===== config.mk =====
export PLATFORM = sky130hd
export DESIGN_NAME = core_id_sb_flat
export DESIGN_NICKNAME = d
export VERILOG_FILES = /design/src/rtl/core_id_sb_if.sv /design/src/rtl/core_id_sb.sv /design/src/flat_wrapper.sv
export SDC_FILE = /design/constraint.sdc
export NUM_CORES = 2
export LEC_CHECK = 0
export ABC_CLOCK_PERIOD_IN_PS = 4800
export BUFFER_PORTS_ARGS = -buffer_cell sky130_fd_sc_hd__buf_2
export CORE_MARGIN = 3
export CORE_UTILIZATION = 55
export CTS_CLUSTER_SIZE = 16
export DETAILED_ROUTE_END_ITERATION = 8
export PLACE_DENSITY = 0.7
export SLEW_MARGIN = 5
export SYNTH_ARGS = -nofsm -noshare
export SYNTH_HDL_FRONTEND = slang
export SYNTH_SLANG_ARGS = --single-unit

===== constraint.sdc =====
create_clock -name clk -period 4.8 [get_ports clk]
set_clock_uncertainty 0.1 [all_clocks]
set_input_delay 1.44 -clock clk [delete_from_list [all_inputs] [get_ports clk]]
set_output_delay 1.44 -clock clk [all_outputs]
set_load 0.02 [all_outputs]

===== src/rtl/core_id_sb_if.sv =====
// rtl/core_id_sb_if.sv - fetch, writeback and decode handshake bundle for core_id_sb
interface core_id_sb_if;
    // fetch -> decode
    logic        fd_valid;
    logic        fd_ready;
    logic [31:0] fd_istr;
    logic [31:0] fd_pc;
    logic        fd_jump;

    // execute squash
    logic        ex_flush_en;

    // writeback -> register file / scoreboard
    logic        wd_valid;
    logic        wd_reg_write;
    logic [4:0]  wd_rd;
    logic [31:0] wd_reg_data;
    logic        wd_ready;

    // decode -> execute
    logic        de_valid;
    logic        de_ready;
    logic [3:0]  de_alu_op;
    logic [31:0] de_rs1_value;
    logic [31:0] de_rs2_value;
    logic [31:0] de_imm;
    logic [31:0] de_pc;
    logic [4:0]  de_rd;
    logic        de_reg_write;
    logic        de_mem_read;
    logic        de_mem_write;
    logic        de_is_br;
    logic        de_jump;
    logic        de_illegal;

    modport slave (
        input  fd_valid, fd_istr, fd_pc, fd_jump,
        input  ex_flush_en,
        input  wd_valid, wd_reg_write, wd_rd, wd_reg_data,
        input  de_ready,
        output fd_ready, wd_ready,
        output de_valid, de_alu_op, de_rs1_value, de_rs2_value, de_imm, de_pc,
        output de_rd, de_reg_write, de_mem_read, de_mem_write, de_is_br,
        output de_jump, de_illegal
    );

    modport master (
        output fd_valid, fd_istr, fd_pc, fd_jump,
        output ex_flush_en,
        output wd_valid, wd_reg_write, wd_rd, wd_reg_data,
        output de_ready,
        input  fd_ready, wd_ready,
        input  de_valid, de_alu_op, de_rs1_value, de_rs2_value, de_imm, de_pc,
        input  de_rd, de_reg_write, de_mem_read, de_mem_write, de_is_br,
        input  de_jump, de_illegal
    );
endinterface


===== src/rtl/core_id_sb.sv =====
// rtl/core_id_sb.sv - RV32I fetch buffer, decoder, register file and write scoreboard
module core_id_sb #(
    parameter int FIFO_DEPTH   = 4,
    parameter int MAX_INFLIGHT = 3,
    parameter int BYPASS_EN    = 1
) (
    input  logic         clk,
    input  logic         rest,
    core_id_sb_if.slave  bus
);
    localparam int AW = $clog2(FIFO_DEPTH);
    localparam int CW = $clog2(MAX_INFLIGHT + 1);
    localparam logic [CW-1:0] CNT_MAX = CW'(MAX_INFLIGHT);
    localparam logic [CW-1:0] CNT_ONE = CW'(1);
    localparam logic [AW:0]   PTR_ONE = (AW + 1)'(1);

    localparam logic [6:0] OPC_OP     = 7'b0110011;
    localparam logic [6:0] OPC_OP_IMM = 7'b0010011;
    localparam logic [6:0] OPC_LOAD   = 7'b0000011;
    localparam logic [6:0] OPC_STORE  = 7'b0100011;
    localparam logic [6:0] OPC_BRANCH = 7'b1100011;
    localparam logic [6:0] OPC_JAL    = 7'b1101111;
    localparam logic [6:0] OPC_JALR   = 7'b1100111;
    localparam logic [6:0] OPC_LUI    = 7'b0110111;
    localparam logic [6:0] OPC_AUIPC  = 7'b0010111;

    localparam logic [6:0] F7_ZERO = 7'b0000000;
    localparam logic [6:0] F7_ALT  = 7'b0100000;

    localparam logic [3:0] ALU_ADD  = 4'd0;
    localparam logic [3:0] ALU_SUB  = 4'd1;
    localparam logic [3:0] ALU_SLL  = 4'd2;
    localparam logic [3:0] ALU_SLT  = 4'd3;
    localparam logic [3:0] ALU_SLTU = 4'd4;
    localparam logic [3:0] ALU_XOR  = 4'd5;
    localparam logic [3:0] ALU_SRL  = 4'd6;
    localparam logic [3:0] ALU_SRA  = 4'd7;
    localparam logic [3:0] ALU_OR   = 4'd8;
    localparam logic [3:0] ALU_AND  = 4'd9;

    // fetch buffer: one extra pointer bit distinguishes full from empty
    logic [64:0]   fifo_mem [FIFO_DEPTH];
    logic [AW:0]   wr_ptr;
    logic [AW:0]   rd_ptr;
    logic          full;
    logic          empty;
    logic          push;
    logic          issue;
    logic [64:0]   head;
    logic [31:0]   h_istr;
    logic [31:0]   h_pc;
    logic          h_jump;

    assign full   = (wr_ptr[AW] != rd_ptr[AW]) && (wr_ptr[AW-1:0] == rd_ptr[AW-1:0]);
    assign empty  = (wr_ptr == rd_ptr);
    assign push   = bus.fd_valid && !full && !bus.ex_flush_en;
    assign head   = fifo_mem[rd_ptr[AW-1:0]];
    assign h_istr = head[64:33];
    assign h_pc   = head[32:1];
    assign h_jump = head[0];

    assign bus.fd_ready = !full;
    assign bus.wd_ready = 1'b1;

    // buffer storage carries no reset; only the pointers define validity
    always_ff @(posedge clk) begin
        if (push) begin
            fifo_mem[wr_ptr[AW-1:0]] <= {bus.fd_istr, bus.fd_pc, bus.fd_jump};
        end
    end

    // pointer update: a flush drops everything buffered, including a coinciding push
    always_ff @(posedge clk or negedge rest) begin
        if (!rest) begin
            wr_ptr <= '0;
            rd_ptr <= '0;
        end else if (bus.ex_flush_en) begin
            wr_ptr <= '0;
            rd_ptr <= '0;
        end else begin
            if (push) begin
                wr_ptr <= wr_ptr + PTR_ONE;
            end
            if (issue) begin
                rd_ptr <= rd_ptr + PTR_ONE;
            end
        end
    end

    // field extraction for the instruction at the head of the buffer
    logic [6:0]  opc;
    logic [4:0]  rd;
    logic [4:0]  rs1;
    logic [4:0]  rs2;
    logic [2:0]  f3;
    logic [6:0]  f7;
    logic [31:0] imm_i;
    logic [31:0] imm_s;
    logic [31:0] imm_b;
    logic [31:0] imm_u;
    logic [31:0] imm_j;

    assign opc   = h_istr[6:0];
    assign rd    = h_istr[11:7];
    assign f3    = h_istr[14:12];
    assign rs1   = h_istr[19:15];
    assign rs2   = h_istr[24:20];
    assign f7    = h_istr[31:25];
    assign imm_i = {{20{h_istr[31]}}, h_istr[31:20]};
    assign imm_s = {{20{h_istr[31]}}, h_istr[31:25], h_istr[11:7]};
    assign imm_b = {{19{h_istr[31]}}, h_istr[31], h_istr[7], h_istr[30:25], h_istr[11:8], 1'b0};
    assign imm_u = {h_istr[31:12], 12'b0};
    assign imm_j = {{11{h_istr[31]}}, h_istr[31], h_istr[19:12], h_istr[20], h_istr[30:21], 1'b0};

    logic [3:0]  d_alu;
    logic [31:0] d_imm;
    logic        d_rw;
    logic        d_mr;
    logic        d_mw;
    logic        d_br;
    logic        d_ill;
    logic        use1;
    logic        use2;

    // decode the head instruction; illegal encodings collapse to a harmless no-op
    always_comb begin
        d_alu = ALU_ADD;
        d_imm = '0;
        d_rw  = 1'b0;
        d_mr  = 1'b0;
        d_mw  = 1'b0;
        d_br  = 1'b0;
        d_ill = 1'b0;
        use1  = 1'b0;
        use2  = 1'b0;
        case (opc)
            OPC_OP: begin
                use1 = 1'b1;
                use2 = 1'b1;
                d_rw = 1'b1;
                if (f7 == F7_ZERO) begin
                    case (f3)
                        3'd0:    d_alu = ALU_ADD;
                        3'd1:    d_alu = ALU_SLL;
                        3'd2:    d_alu = ALU_SLT;
                        3'd3:    d_alu = ALU_SLTU;
                        3'd4:    d_alu = ALU_XOR;
                        3'd5:    d_alu = ALU_SRL;
                        3'd6:    d_alu = ALU_OR;
                        default: d_alu = ALU_AND;
                    endcase
                end else if (f7 == F7_ALT && f3 == 3'd0) begin
                    d_alu = ALU_SUB;
                end else if (f7 == F7_ALT && f3 == 3'd5) begin
                    d_alu = ALU_SRA;
                end else begin
                    d_ill = 1'b1;
                end
            end
            OPC_OP_IMM: begin
                use1  = 1'b1;
                d_rw  = 1'b1;
                d_imm = imm_i;
                case (f3)
                    3'd0: d_alu = ALU_ADD;
                    3'd2: d_alu = ALU_SLT;
                    3'd3: d_alu = ALU_SLTU;
                    3'd4: d_alu = ALU_XOR;
                    3'd6: d_alu = ALU_OR;
                    3'd7: d_alu = ALU_AND;
                    3'd1: begin
                        d_alu = ALU_SLL;
                        if (f7 != F7_ZERO) d_ill = 1'b1;
                    end
                    default: begin
                        if (f7 == F7_ZERO) d_alu = ALU_SRL;
                        else if (f7 == F7_ALT) d_alu = ALU_SRA;
                        else d_ill = 1'b1;
                    end
                endcase
            end
            OPC_LOAD: begin
                use1  = 1'b1;
                d_rw  = 1'b1;
                d_mr  = 1'b1;
                d_imm = imm_i;
                if (f3 == 3'd3 || f3 == 3'd6 || f3 == 3'd7) d_ill = 1'b1;
            end
            OPC_STORE: begin
                use1  = 1'b1;
                use2  = 1'b1;
                d_mw  = 1'b1;
                d_imm = imm_s;
                if (f3 > 3'd2) d_ill = 1'b1;
            end
            OPC_BRANCH: begin
                use1  = 1'b1;
                use2  = 1'b1;
                d_br  = 1'b1;
                d_imm = imm_b;
                if (f3 == 3'd2 || f3 == 3'd3) d_ill = 1'b1;
            end
            OPC_JAL: begin
                d_rw  = 1'b1;
                d_imm = imm_j;
            end
            OPC_JALR: begin
                use1  = 1'b1;
                d_rw  = 1'b1;
                d_imm = imm_i;
                if (f3 != 3'd0) d_ill = 1'b1;
            end
            OPC_LUI, OPC_AUIPC: begin
                d_rw  = 1'b1;
                d_imm = imm_u;
            end
            default: d_ill = 1'b1;
        endcase
        if (d_ill) begin
            d_alu = ALU_ADD;
            d_imm = '0;
            d_rw  = 1'b0;
            d_mr  = 1'b0;
            d_mw  = 1'b0;
            d_br  = 1'b0;
            use1  = 1'b0;
            use2  = 1'b0;
        end
        if (rd == 5'd0) begin
            d_rw = 1'b0;
        end
    end

    // register file and pending-write scoreboard
    logic [31:0]   rf  [32];
    logic [CW-1:0] cnt [32];
    logic          wb_fire;
    logic          byp1;
    logic          byp2;
    logic          haz1;
    logic          haz2;
    logic          haz_rd;
    logic          hazard;
    logic [31:0]   rs1_val;
    logic [31:0]   rs2_val;

    assign wb_fire = bus.wd_valid && bus.wd_reg_write && (bus.wd_rd != 5'd0);
    assign byp1    = (BYPASS_EN != 0) && wb_fire && (bus.wd_rd == rs1);
    assign byp2    = (BYPASS_EN != 0) && wb_fire && (bus.wd_rd == rs2);
    assign haz1    = use1 && (rs1 != 5'd0) && (cnt[rs1] != '0) && !(byp1 && cnt[rs1] == CNT_ONE);
    assign haz2    = use2 && (rs2 != 5'd0) && (cnt[rs2] != '0) && !(byp2 && cnt[rs2] == CNT_ONE);
    assign haz_rd  = d_rw && (cnt[rd] == CNT_MAX);
    assign hazard  = haz1 || haz2 || haz_rd;
    assign rs1_val = (rs1 == 5'd0) ? 32'd0 : (byp1 ? bus.wd_reg_data : rf[rs1]);
    assign rs2_val = (rs2 == 5'd0) ? 32'd0 : (byp2 ? bus.wd_reg_data : rf[rs2]);

    assign issue = !empty && !hazard && !bus.ex_flush_en && (!bus.de_valid || bus.de_ready);

    // architectural register write; contents survive reset, x0 is masked on read
    always_ff @(posedge clk) begin
        if (wb_fire) begin
            rf[bus.wd_rd] <= bus.wd_reg_data;
        end
    end

    // pending counters: up on issue of a writer, down on writeback, saturating at zero
    always_ff @(posedge clk or negedge rest) begin
        if (!rest) begin
            for (int i = 0; i < 32; i++) begin
                cnt[i] <= '0;
            end
        end else begin
            for (int i = 0; i < 32; i++) begin
                if ((issue && d_rw && rd == 5'(i)) &&
                    !(wb_fire && bus.wd_rd == 5'(i) && cnt[i] != '0)) begin
                    cnt[i] <= cnt[i] + CNT_ONE;
                end else if (!(issue && d_rw && rd == 5'(i)) &&
                             (wb_fire && bus.wd_rd == 5'(i) && cnt[i] != '0)) begin
                    cnt[i] <= cnt[i] - CNT_ONE;
                end
            end
        end
    end

    // decode output register: loads on issue, holds under back-pressure, drops on flush
    always_ff @(posedge clk or negedge rest) begin
        if (!rest) begin
            bus.de_valid     <= 1'b0;
            bus.de_alu_op    <= '0;
            bus.de_rs1_value <= '0;
            bus.de_rs2_value <= '0;
            bus.de_imm       <= '0;
            bus.de_pc        <= '0;
            bus.de_rd        <= '0;
            bus.de_reg_write <= 1'b0;
            bus.de_mem_read  <= 1'b0;
            bus.de_mem_write <= 1'b0;
            bus.de_is_br     <= 1'b0;
            bus.de_jump      <= 1'b0;
            bus.de_illegal   <= 1'b0;
        end else if (issue) begin
            bus.de_valid     <= 1'b1;
            bus.de_alu_op    <= d_alu;
            bus.de_rs1_value <= rs1_val;
            bus.de_rs2_value <= rs2_val;
            bus.de_imm       <= d_imm;
            bus.de_pc        <= h_pc;
            bus.de_rd        <= rd;
            bus.de_reg_write <= d_rw;
            bus.de_mem_read  <= d_mr;
            bus.de_mem_write <= d_mw;
            bus.de_is_br     <= d_br;
            bus.de_jump      <= h_jump;
            bus.de_illegal   <= d_ill;
        end else if (bus.ex_flush_en || bus.de_ready) begin
            bus.de_valid     <= 1'b0;
        end
    end
endmodule


===== src/flat_wrapper.sv =====
// flat-port wrapper written by rule: the top's interface ports become plain ports
module core_id_sb_flat 
#(
    parameter int FIFO_DEPTH   = 4,
    parameter int MAX_INFLIGHT = 3,
    parameter int BYPASS_EN    = 1
)
  (clk, rest, bus_fd_valid, bus_fd_istr, bus_fd_pc, bus_fd_jump, bus_ex_flush_en, bus_wd_valid, bus_wd_reg_write, bus_wd_rd, bus_wd_reg_data, bus_de_ready, bus_fd_ready, bus_wd_ready, bus_de_valid, bus_de_alu_op, bus_de_rs1_value, bus_de_rs2_value, bus_de_imm, bus_de_pc, bus_de_rd, bus_de_reg_write, bus_de_mem_read, bus_de_mem_write, bus_de_is_br, bus_de_jump, bus_de_illegal);
  core_id_sb_if bus_i ();
  input  logic clk;
  input  logic rest;
  input wire logic [$bits(bus_i.fd_valid)-1:0] bus_fd_valid;
  input wire logic [$bits(bus_i.fd_istr)-1:0] bus_fd_istr;
  input wire logic [$bits(bus_i.fd_pc)-1:0] bus_fd_pc;
  input wire logic [$bits(bus_i.fd_jump)-1:0] bus_fd_jump;
  input wire logic [$bits(bus_i.ex_flush_en)-1:0] bus_ex_flush_en;
  input wire logic [$bits(bus_i.wd_valid)-1:0] bus_wd_valid;
  input wire logic [$bits(bus_i.wd_reg_write)-1:0] bus_wd_reg_write;
  input wire logic [$bits(bus_i.wd_rd)-1:0] bus_wd_rd;
  input wire logic [$bits(bus_i.wd_reg_data)-1:0] bus_wd_reg_data;
  input wire logic [$bits(bus_i.de_ready)-1:0] bus_de_ready;
  output wire logic [$bits(bus_i.fd_ready)-1:0] bus_fd_ready;
  output wire logic [$bits(bus_i.wd_ready)-1:0] bus_wd_ready;
  output wire logic [$bits(bus_i.de_valid)-1:0] bus_de_valid;
  output wire logic [$bits(bus_i.de_alu_op)-1:0] bus_de_alu_op;
  output wire logic [$bits(bus_i.de_rs1_value)-1:0] bus_de_rs1_value;
  output wire logic [$bits(bus_i.de_rs2_value)-1:0] bus_de_rs2_value;
  output wire logic [$bits(bus_i.de_imm)-1:0] bus_de_imm;
  output wire logic [$bits(bus_i.de_pc)-1:0] bus_de_pc;
  output wire logic [$bits(bus_i.de_rd)-1:0] bus_de_rd;
  output wire logic [$bits(bus_i.de_reg_write)-1:0] bus_de_reg_write;
  output wire logic [$bits(bus_i.de_mem_read)-1:0] bus_de_mem_read;
  output wire logic [$bits(bus_i.de_mem_write)-1:0] bus_de_mem_write;
  output wire logic [$bits(bus_i.de_is_br)-1:0] bus_de_is_br;
  output wire logic [$bits(bus_i.de_jump)-1:0] bus_de_jump;
  output wire logic [$bits(bus_i.de_illegal)-1:0] bus_de_illegal;
  assign bus_i.fd_valid = bus_fd_valid;
  assign bus_i.fd_istr = bus_fd_istr;
  assign bus_i.fd_pc = bus_fd_pc;
  assign bus_i.fd_jump = bus_fd_jump;
  assign bus_i.ex_flush_en = bus_ex_flush_en;
  assign bus_i.wd_valid = bus_wd_valid;
  assign bus_i.wd_reg_write = bus_wd_reg_write;
  assign bus_i.wd_rd = bus_wd_rd;
  assign bus_i.wd_reg_data = bus_wd_reg_data;
  assign bus_i.de_ready = bus_de_ready;
  assign bus_fd_ready = bus_i.fd_ready;
  assign bus_wd_ready = bus_i.wd_ready;
  assign bus_de_valid = bus_i.de_valid;
  assign bus_de_alu_op = bus_i.de_alu_op;
  assign bus_de_rs1_value = bus_i.de_rs1_value;
  assign bus_de_rs2_value = bus_i.de_rs2_value;
  assign bus_de_imm = bus_i.de_imm;
  assign bus_de_pc = bus_i.de_pc;
  assign bus_de_rd = bus_i.de_rd;
  assign bus_de_reg_write = bus_i.de_reg_write;
  assign bus_de_mem_read = bus_i.de_mem_read;
  assign bus_de_mem_write = bus_i.de_mem_write;
  assign bus_de_is_br = bus_i.de_is_br;
  assign bus_de_jump = bus_i.de_jump;
  assign bus_de_illegal = bus_i.de_illegal;
  core_id_sb #(.FIFO_DEPTH(FIFO_DEPTH), .MAX_INFLIGHT(MAX_INFLIGHT), .BYPASS_EN(BYPASS_EN)) u_core (.clk(clk), .rest(rest), .bus(bus_i));
endmodule

==> flow_results.org <==
** Run status
- The flow ran to the end, and the final reports show no timing, DRC or antenna violations.

** Critical path
- STA puts the critical path data arrival time at slightly above 5 ns.
- The slowest stage of the critical path is the sky130_fd_sc_hd__mux4_4 cell.
- Reg-to-reg critical path endpoint :: u_core.cnt[19]
- For flop-to-flop paths, the worst setup slack is 0.24 ns.
- Largest fanout of any net on the critical path :: 37
- The startpoint identified for the worst register-to-register timing path is u_core.rd_ptr[0].
- Critical Setup Path Class :: register to register
- Traced cell by cell, the critical path runs through buf_12 > mux4_4 > buf_4 > mux2_2 > o2111ai_1 > nand4_1 > a21oi_1 > o32ai_2 > a211oi_2 > buf_4 > and3_1 > ha_1 > xor2_1 > nor2_1 > xor2_1.
- Slowest stage delay, CP :: 0.84 ns
- The worst register-to-register path has a depth of 15.
- Critical Path RT :: ~5.4 ns
- Family of cells with the greatest summed delay on the critical path :: multiplexers
- Critical path startpoint category :: register
- Together, buffers and inverters on the worst path number 3.
- Critical path endpoint category :: register

** Clock tree
- The H-tree generated during clock tree synthesis spans 4 levels.
- Clock tree synthesis inserted a total of 155 buffers.
- The number of gates resized after CTS was 0.
- TritonCTS built the clock tree.
- The clock reaches the later pin of the worst-skew pair after 0.80 ns.
- Hold repair after CTS inserted 0 buffers.
- In this run the clock root is driven by a sky130_fd_sc_hd__clkbuf_16.
- Maximum clock path buffer count :: 3
- Counting every sink on the clock net gives 1498.
- Clock-pin slew of the registers on the worst-case setup and hold paths :: approximately 0.06 ns
- Buffers added to address setup during post-CTS repair amount to 0.

** STA
- Summed over all failing endpoints, the final setup total negative slack is 0 ns.
- Max Slew Vio Count :: 0
- Setup repair after global routing missed its margin :: false
- Top achievable clock speed :: 219 MHz
- Hold timing on the final database bottoms out at a slack of 0.402 ns.
- In the post-route analysis, the smallest setup slack over all paths is around 0.24 ns.
- The routed design could run at a clock period as short as 4.56 ns.
- The final hold violation count came to 0.
- The worst pin sits at a relative slew slack of 0.282.
- Setup violations remaining at the end of the flow were counted as 0.
- For the pin with the worst max-slew slack, the measured transition is 1.08 ns.
- Tcrit/Tclk final :: 0.951

** Synthesis
- After synthesis, the mean cell area works out to 19.6 sq um.
- For this run, the register share of the synthesized area comes to 0.635.
- In the synthesized netlist the dominant register cell turns out to be sky130_fd_sc_hd__edfxtp_1.
- Yosys printed 0 warnings.
- Total standard cell area after synthesis :: 0.0692 sq mm
- Post-synthesis register bit count :: about 1500
- EDFF count, synth :: 1284
- The number of different library cells used by synthesis comes to 70.
- Synthesis produced a netlist whose cell count is 3528.
- Counting flops with an async set or reset pin after synthesis yields a share of 0.143.

** Die
- Initial cell density of the core :: 0.557
- During I/O placement, the number of pins put on the boundary was 255.
- The die covers 0.130 sq mm.
- Die X-Extent :: 361 um
- The floorplan has 129 rows.
- Y dimension of the die :: roughly 360 um
- Placeable core area :: ~0.12 sq mm

** Power
- Worst IR drop on VDD :: 0.000517 V
- Power after layout :: 43200 uW
- Leakage power :: 0.0271 uW
- Dividing total power by cell area gives a power density of 551 mW/mm^2.

** Final layout
- Total Nets Final :: about 4000
- In the final layout, the share of cells above drive strength 1 is 0.384.
- Fillers :: about 8600
- Synthesis-to-finish area growth :: 13.2%

** Routing
- In this run, the number of DRC markers left after iteration 0 of detailed routing was 4124.
- In the routed design, unresolved DRC markers number 0.
- After detailed routing, the average wire length per cell comes to 32.1 um.
- Post-route ant nets :: 0
- In the routed layout, each cell is associated on average with a via count of 6.72.
- For this block, the routed nets add up to 181000 um of wire.
- The routed layout has 37900 vias.
- The first TritonRoute pass finished after 6 iterations.

** Min path
- End point of the most critical hold path :: u_core.bus.de_rs1_value[7]
- Startpoint of the lowest-slack hold path :: u_core.bus.de_rs1_value[7]
- Number of cells traversed by the worst hold path :: 1
- Tightest Hold Check Type :: register to register

** Flow run
- Max capacitance violation total :: 0

** Global routing
- The first global-routing pass estimated 266000 um of wire.
- Remaining global-route overflow :: 0
- Entering global routing, the biggest net connects around 120 pins.
- The initial antenna violation count was 16.
- Number of global-route vias before repair :: a little under 40000
- For this run, the total global-route usage over all layers was measured as 0.282.

** Placement
- Detailed placement finished with a half-perimeter wire length of around 100000 um.
- In this run the tool buffered the top-level ports with between 200 and 300 buffer cells.
- Before CTS, the worst setup slack after placement is between 0.1 and 0.15 ns.
- The congestion estimate from routability-driven global placement came to 0.860.
## registers in the layout (all words and copies together), names as in the netlist
register	flops
u_core.bus.de_imm	32
u_core.bus.de_is_br	1
u_core.bus.de_reg_write	1
u_core.fifo_mem	260
u_core.bus.de_rs2_value	32
u_core.rf	1024
u_core.bus.de_rd	5
u_core.bus.de_illegal	1
u_core.cnt	64
u_core.bus.de_pc	32
u_core.wr_ptr	3
u_core.bus.de_alu_op	4
u_core.bus.de_jump	1
u_core.bus.de_mem_write	1
u_core.rd_ptr	3
u_core.bus.de_valid	1
u_core.bus.de_rs1_value	32
u_core.bus.de_mem_read	1
## synth_stat cells (6+ instances only)
master,instances,area (sq um)
sky130_fd_sc_hd__a21oi_1,99,495
sky130_fd_sc_hd__a22oi_1,6,45.0
sky130_fd_sc_hd__and2_1,9,56.3
sky130_fd_sc_hd__and3_1,38,238
sky130_fd_sc_hd__buf_1,31,116
sky130_fd_sc_hd__buf_2,79,395
sky130_fd_sc_hd__buf_4,21,158
sky130_fd_sc_hd__buf_6,19,214
sky130_fd_sc_hd__clkbuf_1,90,338
sky130_fd_sc_hd__dfrtp_1,214,5360
sky130_fd_sc_hd__edfxtp_1,1284,38600
sky130_fd_sc_hd__ha_1,37,463
sky130_fd_sc_hd__inv_1,20,75.1
sky130_fd_sc_hd__mux2_2,110,1240
sky130_fd_sc_hd__mux2_4,35,526
sky130_fd_sc_hd__mux2i_1,164,1640
sky130_fd_sc_hd__mux4_2,706,15900
sky130_fd_sc_hd__nand2_1,96,360
sky130_fd_sc_hd__nand2b_1,11,68.8
sky130_fd_sc_hd__nand3_1,22,110
sky130_fd_sc_hd__nor2_1,102,383
sky130_fd_sc_hd__nor2b_1,10,62.6
sky130_fd_sc_hd__nor3_1,14,70.1
sky130_fd_sc_hd__o211ai_1,8,60.1
sky130_fd_sc_hd__o21ai_0,106,531
sky130_fd_sc_hd__xnor2_1,40,350
sky130_fd_sc_hd__xor2_1,70,613
## metrics by stage
stage | instances | area (sq um) | util
CTS | 5631 | 78300 | 0.630
floorplan | 3561 | 69300 | -
global route | 5633 | 78300 | 0.630
finish | 5641 | 78400 | 0.631
detailed placement | 5343 | 73100 | 0.588
global placement | 5343 | 73100 | 0.588
## logic make-up (layout without fill, tap and decap cells)
logic type               Yosys count  in the layout  share of synthesized area
AND/OR/NAND/NOR                  337            337                     0.0233
XOR/XNOR                         110            110                     0.0139
AO/OA/AOI/OAI                    260            260                     0.0215
multiplexers                    1017           1017                      0.279
buffers and inverters            267            700                     0.0206
other                              2             45                   0.000109
flip-flops                      1498           1498                      0.635
adder cells (fa/ha/maj)           37             37                    0.00669
## worst max path at each step
stage / to / from / slack, ns / cells after the start
after floorplan: u_core.cnt[19] / bus_wd_rd[1] / -0.02 / 10
after global placement: u_core.cnt[15] / bus_wd_rd[4] / 0.22 / 15
after detailed placement: u_core.cnt[55] / bus_wd_rd[4] / 0.13 / 15
after CTS: u_core.cnt[19] / u_core.rd_ptr[0] / 0.25 / 15
after global routing: u_core.cnt[51] / u_core.rd_ptr[0] / 0.02 / 15
final: u_core.cnt[19] / u_core.rd_ptr[0] / 0.24 / 15
## per-layer routing
| layer | vias to the layer above | share of wire | GRT usage |
|---|---|---|---|
| met3 | 346 | 0.091 | 0.0598 |
| met2 | 2005 | 0.48 | 0.446 |
| li1 | 15400 | - | - |
| met4 | 10 | 0.035 | 0.102 |
| met5 | - | 0.00035 | 0 |
| met1 | 20100 | 0.39 | 0.395 |
## cells in the final DEF, fill, tap and decap left out, types with 24 or more instances in the layout
master                      Yosys  layout
sky130_fd_sc_hd__a21oi_1       99      99
sky130_fd_sc_hd__buf_2         79     252
sky130_fd_sc_hd__dfrtp_1      214     212
sky130_fd_sc_hd__ha_1          37      37
sky130_fd_sc_hd__mux2i_1      164     164
sky130_fd_sc_hd__mux2_2       110     107
sky130_fd_sc_hd__mux4_2       706     700
sky130_fd_sc_hd__nor2_1       102      73
sky130_fd_sc_hd__o21ai_0      106     106
sky130_fd_sc_hd__nand2_1       96      96
sky130_fd_sc_hd__clkinv_2       0      31
sky130_fd_sc_hd__and3_1        38      38
sky130_fd_sc_hd__buf_12         5      37
sky130_fd_sc_hd__clkinv_1       0      24
sky130_fd_sc_hd__xor2_1        70      70
sky130_fd_sc_hd__nor2_4         0      29
sky130_fd_sc_hd__buf_4         21     102
sky130_fd_sc_hd__xnor2_1       40      40
sky130_fd_sc_hd__conb_1         2      35
sky130_fd_sc_hd__mux2_4        35      38
sky130_fd_sc_hd__edfxtp_1    1284    1284
sky130_fd_sc_hd__clkbuf_16      0     155
sky130_fd_sc_hd__clkbuf_1      90      29
## power breakdown
group	total, uW	switching, uW	internal [uW]
sequential	15800	775	15000
combinational	15300	7710	7560
clock	12100	5250	6900
total	43200	13700	29500
## area by class of cell
cell class / count / area, sq um / share of cell area
antenna: 10 / 25.0 / 0.000319
timing repair buffer: 392 / 2780 / 0.0355
sequential: 1498 / 43900 / 0.560
clock buffer: 192 / 4100 / 0.0523
inverter: 20 / 80.1 / 0.00102
clock inverter: 96 / 1120 / 0.0143
multi-input combinational: 1796 / 24300 / 0.310
tap: 1637 / 2050 / 0.0261
No activity file was read; power rests on OpenSTA's default activity.
